[src/rtl/serial_adder.sv]
// Bit-serial adder/subtractor: one full-adder slice plus a carry flop, LSB first.
// Operands load on start, WIDTH RUN cycles, then a one-cycle DONE with sum/cout/ovf.
module serial_adder #(
  parameter int WIDTH = 8
) (
  input  logic             clk,
  input  logic             rst,
  input  logic             start,
  input  logic             sub,
  input  logic [WIDTH-1:0] a,
  input  logic [WIDTH-1:0] b,
  input  logic             cin,
  output logic             busy,
  output logic             done,
  output logic [WIDTH-1:0] sum,
  output logic             cout,
  output logic             ovf,
  output logic [1:0]       dbg_state
);

  localparam int CW = (WIDTH > 1) ? $clog2(WIDTH) : 1;
  localparam logic [CW-1:0] LAST = CW'(WIDTH - 1);

  typedef enum logic [1:0] {
    IDLE = 2'd0,
    RUN  = 2'd1,
    DONE = 2'd2
  } state_t;

  state_t          state_q, state_d;
  logic [WIDTH-1:0] a_q, a_d, b_q, b_d, res_q, res_d;
  logic             carry_q, carry_d, cout_q, cout_d, ovf_q, ovf_d;
  logic [CW-1:0]    cnt_q, cnt_d;
  logic             s_bit, maj;

  assign s_bit = a_q[0] ^ b_q[0] ^ carry_q;
  assign maj   = (a_q[0] & b_q[0]) | (a_q[0] & carry_q) | (b_q[0] & carry_q);

  // Handshake: start is accepted on any edge seen in IDLE (busy=0); the
  // operands are captured on that edge, and done is a single-cycle strobe
  // during which sum/cout/ovf are valid (they then hold until the next accept).
  always_comb begin
    state_d = state_q;
    a_d     = a_q;
    b_d     = b_q;
    res_d   = res_q;
    carry_d = carry_q;
    cout_d  = cout_q;
    ovf_d   = ovf_q;
    cnt_d   = cnt_q;
    case (state_q)
      IDLE: begin
        if (start) begin
          a_d     = a;
          b_d     = sub ? ~b : b;
          carry_d = sub ? 1'b1 : cin;
          cnt_d   = '0;
          state_d = RUN;
        end
      end
      RUN: begin
        carry_d = maj;
        res_d   = {s_bit, res_q[WIDTH-1:1]};
        a_d     = a_q >> 1;
        b_d     = b_q >> 1;
        if (cnt_q == LAST) begin
          // carry_q here is the carry into the MSB slice, maj the carry out of it
          cout_d  = maj;
          ovf_d   = carry_q ^ maj;
          state_d = DONE;
        end else begin
          cnt_d = cnt_q + CW'(1);
        end
      end
      DONE:    state_d = IDLE;
      default: state_d = IDLE;
    endcase
  end

  always_ff @(posedge clk or posedge rst) begin
    if (rst) begin
      state_q <= IDLE;
      a_q     <= '0;
      b_q     <= '0;
      res_q   <= '0;
      carry_q <= 1'b0;
      cout_q  <= 1'b0;
      ovf_q   <= 1'b0;
      cnt_q   <= '0;
    end else begin
      state_q <= state_d;
      a_q     <= a_d;
      b_q     <= b_d;
      res_q   <= res_d;
      carry_q <= carry_d;
      cout_q  <= cout_d;
      ovf_q   <= ovf_d;
      cnt_q   <= cnt_d;
    end
  end

  assign busy      = (state_q != IDLE);
  assign done      = (state_q == DONE);
  assign sum       = res_q;
  assign cout      = cout_q;
  assign ovf       = ovf_q;
  assign dbg_state = state_q;

endmodule

[config.mk]
export PLATFORM = sky130hd
export DESIGN_NAME = serial_adder
export DESIGN_NICKNAME = d
export VERILOG_FILES = /design/src/rtl/serial_adder.sv
export SDC_FILE = /design/constraint.sdc
export NUM_CORES = 1
export LEC_CHECK = 0
export CORE_ASPECT_RATIO = 2
export CORE_UTILIZATION = 35
export DETAILED_ROUTE_END_ITERATION = 8
export HOLD_SLACK_MARGIN = 0.06
export PLACE_DENSITY = 0.65
export SYNTH_ARGS = -nofsm -noshare
export SYNTH_HDL_FRONTEND = slang
export SYNTH_SLANG_ARGS = --single-unit
[constraint.sdc]
create_clock -name clk -period 1.85 [get_ports clk]
set_clock_uncertainty 0.05 [all_clocks]
set_input_delay 0.2775 -clock clk [delete_from_list [all_inputs] [get_ports clk]]
set_output_delay 0.2775 -clock clk [all_outputs]
set_load 0.01 [all_outputs]
== Word-level counts from Yosys, hierarchy flattened ==
Cells that the tools add are included.
Word-level totals
  output and inout port bits: 14
  bits in latches: 0
  memories kept: 0
  memory bits (writable): 0
  register bits: 32
  input port bits: 21
  logic and storage cells: 45
  ROM bits: 0
Cells by class
  reduce and logical (&&, ||, !) cells: 7
  shift-type cells: 0
  $mul: 0
  add/subtract/negate cells: 1
  bitwise operators: 9
  equality and inequality tests: 6
  magnitude comparators: 0
  mux-type cells: 14
  div/mod/pow operators: 0
Operators by type and width (number)
  case mux 8 bit (2 select lines): 2
  2-to-1 mux 8 bit: 3
  inverter 8 bit: 1
  2-to-1 mux 3 bit: 2
  != test 2 bit (second input constant): 3
  case mux 3 bit (2 select lines): 1
  AND reduction 2 bit: 3
  2-to-1 mux 2 bit: 2
  case mux 2 bit (2 select lines): 1
  nonzero test 2 bit: 2
  adder 3 x 1 -> 3 bit (second input constant): 1
  bitwise AND 1 bit: 3
  equality test 3 bit (second input constant): 1
  AND reduction 3 bit: 1
  XOR 1 bit: 3
  equality test 2 x 1 -> 1 bit (second input constant): 1
  equality test 2 bit (second input constant): 1
  logical NOT 2 bit: 1
  2-to-1 mux 1 bit: 2
  bitwise OR 1 bit: 2
  case mux 1 bit (2 select lines): 1

== Logic depth before layout (Yosys ltp) ==
  word-level depth: 4
  gate-level depth with buffers: 5

== Worst setup path before layout ==
Ideal clock, no wire load.
  path kind: register -> register
  from: register cnt_q[0]
  to: register cnt_q[0]
  required time: 1.675 ns
  setup time: 0.125 ns
  stages on the path, launching flop included: 6
  arrival time: 1.462 ns
  setup slack: 0.214 ns
  buffers on the path: 0
  period minus slack after synthesis: 1.636 ns
  cell sequence: dfrtp_1 ha_1 ha_1 nor3b_1 nor2_1 mux2_2
Between the ends
  longest elaborated chain between the ends: 3
  elaborated cells on any way between the ends: 6
  those cells by class: 1 x add/sub; 2 x eq/ne; 2 x mux; 1 x reduce/logical
RTL lines
  start: declaration: RTL line 33  | logic [CW-1:0] cnt_q, cnt_d;
  start signal: assignment: RTL line 98  | cnt_q <= cnt_d;
  adder 3 x 1 -> 3 bit / equality test 3 bit (equally long branches): RTL line 72, 66
  2-to-1 mux 3 bit / != test 2 bit (equally long branches)
  case mux 3 bit (2 select lines) / AND reduction 3 bit (equally long branches)
Parallel ways exist; a longest one is shown, timed or not. The select of a mux whose other input is x is not followed.
A chain may end at the register's enable or synchronous reset.

== Final worst setup path ==
  from: register state_q[0], in the netlist dbg_state[0]
  to: output port done
Between the ends
  longest elaborated chain between the ends: 1
RTL lines
  start: declaration: RTL line 30  | state_t state_q, state_d;
  start signal: assignment: RTL line 91  | state_q <= state_d;
  equality test 2 bit: RTL line 103  | assign done = (state_q == DONE);
  end: declaration: RTL line 14  | output logic done,
Every way passes these cells.

==> flow_metrics.py <==
metrics = {
    "routing": {
        "drt_iter0_markers": 31,
        "dr.pass1.iters": 4,
        "vias_per_cell": 4.90,
        "drt_wl_total_mm": 3.01,
        "vias": 1161,
        "drt_drc_violations_left": 0,
        "ant_nets": 0,
        "wire_per_inst_um": 12.7,
    },
    "global_routing": {
        "antenna_found_initial": 0,
        "grt_pass1_wl_mm": 5.02,
        "grt_usage_pct": 15.8,
        "grt_pass1_vias": 1148,
        "grt_max_degree": 33,
        "grt_overflow": 0,
    },
    "sta": {
        "rsz0062_at_grt": "no",
        "max_freq_mhz": 564,
        "slew-limit-headroom_pct": 67.5,
        "hold_viol_final": 0,
        "setup_tns_ns": 0,
        "slew_viol_final": 0,
        "finalSetupViolCount": 0,
        "min_period_over_period_pct": 95.9,
        "tightestPinTransition_ns": 0.486,
        "period_needed_ns": 1.77,
    },
    "floorplan": {
        "ios": 35,
        "core-area_mm2": 0.00392,
        "die_y_um": 93.1,
        "die_area_mm2": 0.00442,
        "rows": 32,
        "die_width_um": 47.5,
        "start_util_pct": 37.0,
    },
    "placement": {
        "hpwl_mm": 2.13,
        "place_area_mm2": 0.00186,
        "routabilityCongestion": 0.733,
        "portBuffers": 34,
    },
    "worst_setup_path": {
        "regToRegStartpoint": "cnt_q[0]",
        "r2r-end": "cnt_q[0]",
        "required_ns": 1.52,
        "crit_arrival_ns": 1.45,
        "crit_path_max_incr_delay_ns": 0.53,
        "worstSetupStartpointType": "flop",
        "ff2ff_path_depth": 5,
        "endpoint_kind": "output port",
        "crit_type": "reg2out",
        "setup.worst_path.start": "dbg_state[0]",
        "path_cells": "and2b_1, clkdlybuf4s50_1",
        "reg2reg_slack_ns": 0.13,
        "critPathMaxFanout": 8,
        "crit_slowest_cell": "clkdlybuf4s50_1",
    },
    "layout": {
        "antennaDiodeCount": 0,
        "drive_gt1_share_pct": 10.2,
        "num-nets-final": 210,
        "fillers": 413,
        "final_area_mm2": 0.00194,
        "regArea_um2": 803,
        "area_growth_pct": 34.0,
        "multiInputGateArea_um2": 589,
    },
    "clock_tree": {
        "h-tree-depth": 2,
        "cts_tree": "yes",
        "cts-buffers-inserted": 5,
        "cts_buffer_depth": 2,
        "numClockSinks": 32,
        "cts-root-buf": "clkbuf_8",
        "path_clk_slew_ns": 0.06,
        "clkLatencyLatePin_ns": 0.27,
    },
    "synthesis": {
        "ys_warn_count": 0,
        "synth.most_common_cell": "nand2_1",
        "synth_area_leaders": "dfrtp_1 (55%), nand2_1 (10%), nand3_1 (5.5%)",
        "ys_seq_elements": 32,
        "yosysUniqueCellTypes": 24,
        "synth_area_mm2": 0.00145,
        "synth_cells": 146,
        "synth_commonest_cells": "nand2_1 (40), dfrtp_1 (32), nand3_1 (16), nor2_1 (10), xnor2_1 (9)",
        "avgSynthCellArea_um2": 9.94,
        "netlist.area_leader.share_pct": 55.2,
        "synth_flop_cell": "dfrtp_1",
        "synth_edf_count": 0,
        "yosysTopAreaCell": "dfrtp_1",
        "synth-seq-area-share_pct": 55.2,
        "async_flop_share_pct": 100,
        "synth_fp_nets": 170,
    },
    "power": {
        "power_density_mw_per_mm2": 1600,
        "ir_worst_vdd_v": 0.00107,
        "cellLeakagePower_uw": 0.000893,
    },
    "worst_hold_path": {
        "hold_path_class": "in2async",
    },
    "run_status": {
        "status": "complete, no violations",
    },
    "job": {
        "drv_cap": 0,
    },
}
[report_power, final]
group          internal (uW)  total (uW)  switching [uW]
Combinational            716        1380             664
Sequential              1030        1240             216
Clock                    255         492             236
Total                   2000        3110            1120
[critical path: cells and delay by family (launching register included)]
family                 cells  cell delay (ns)
flip-flops                 1             0.44
AND/OR/NAND/NOR            1             0.20
buffers and inverters      1             0.53
[metrics by stage]
stage | cells | hold WS, ns | power [uW] | utilization [%] | worst slack [ns]
after floorplan | 146 | 0.333 | 2100 | - | 0.214
after global placement | 230 | 0.408 | 2580 | 47.4 | 0.119
after detailed placement | 230 | 0.421 | 2640 | 47.4 | 0.0991
after CTS | 237 | 0.347 | 3150 | 49.5 | 0.00800
after global routing | 237 | 0.373 | 3360 | 49.6 | 0.0225
final | 237 | 0.335 | 3110 | 49.6 | 0.0756
[how the worst max path moves through the flow]
stage,endpoint,slack [ns],cells past startpoint
global route,done,0.02,2
CTS,busy,0.008,2
finish,done,0.08,2
global placement,cnt_q[0],0.12,5
floorplan,cnt_q[0],0.21,5
detailed placement,b_q[5],0.1,4
[routing by layer]
| metal | part of all wire (%) | global-route usage (%) |
|---|---|---|
| met4 | 1.9 | 7.18 |
| met3 | 4.4 | 4.05 |
| met1 | 42 | 17.7 |
| met2 | 52 | 26.5 |
| met5 | 0 | 0 |
[logic make-up after synthesis]
| kind of cell | Yosys count | synth area share, % |
|---|---|---|
| and+or+nand+nor | 77 | 23.4 |
| DFF | 32 | 55.2 |
| AOI/OAI and AO/OA | 12 | 7.07 |
| buffers and inverters | 11 | 4.22 |
| xor gates and xnor gates | 9 | 5.43 |
| adders and majority gates | 3 | 3.10 |
| muxes | 2 | 1.55 |
[registers in the layout, summed over array words and instances, names as in the netlist]
name,count
ovf,1
b_q,8
cnt_q,3
a_q,8
cout,1
dbg_state,2
carry_q,1
sum,8
[what timing repair did]
action	in CTS	in global routing
gates cloned	0	0
hold buffers	0	0
buffers inserted	0	0
endpoints found under the setup margin	1	1
resized for setup	1	2
[cell type report]
cell class	instances	area share, %
repair buffers	42	20.7
clock buffers	6	3.73
multi-input cells	103	30.3
flip-flops and latches	32	41.3
clock inverters	1	0.257
inverters	2	0.386
well taps	51	3.28
[cell usage in the layout, fill, tap and decap left out, types with 3 or more instances in the layout]
| cell type | instances |
|---|---|
| a221o_1 | 7 |
| buf_4 | 8 |
| clkbuf_8 | 5 |
| clkdlybuf4s50_1 | 33 |
| dfrtp_1 | 30 |
| nand2_1 | 40 |
| nand3_1 | 16 |
| nor2_1 | 10 |
| nor3_1 | 3 |
| xnor2_1 | 9 |
Power figures use the tool's default switching activity.
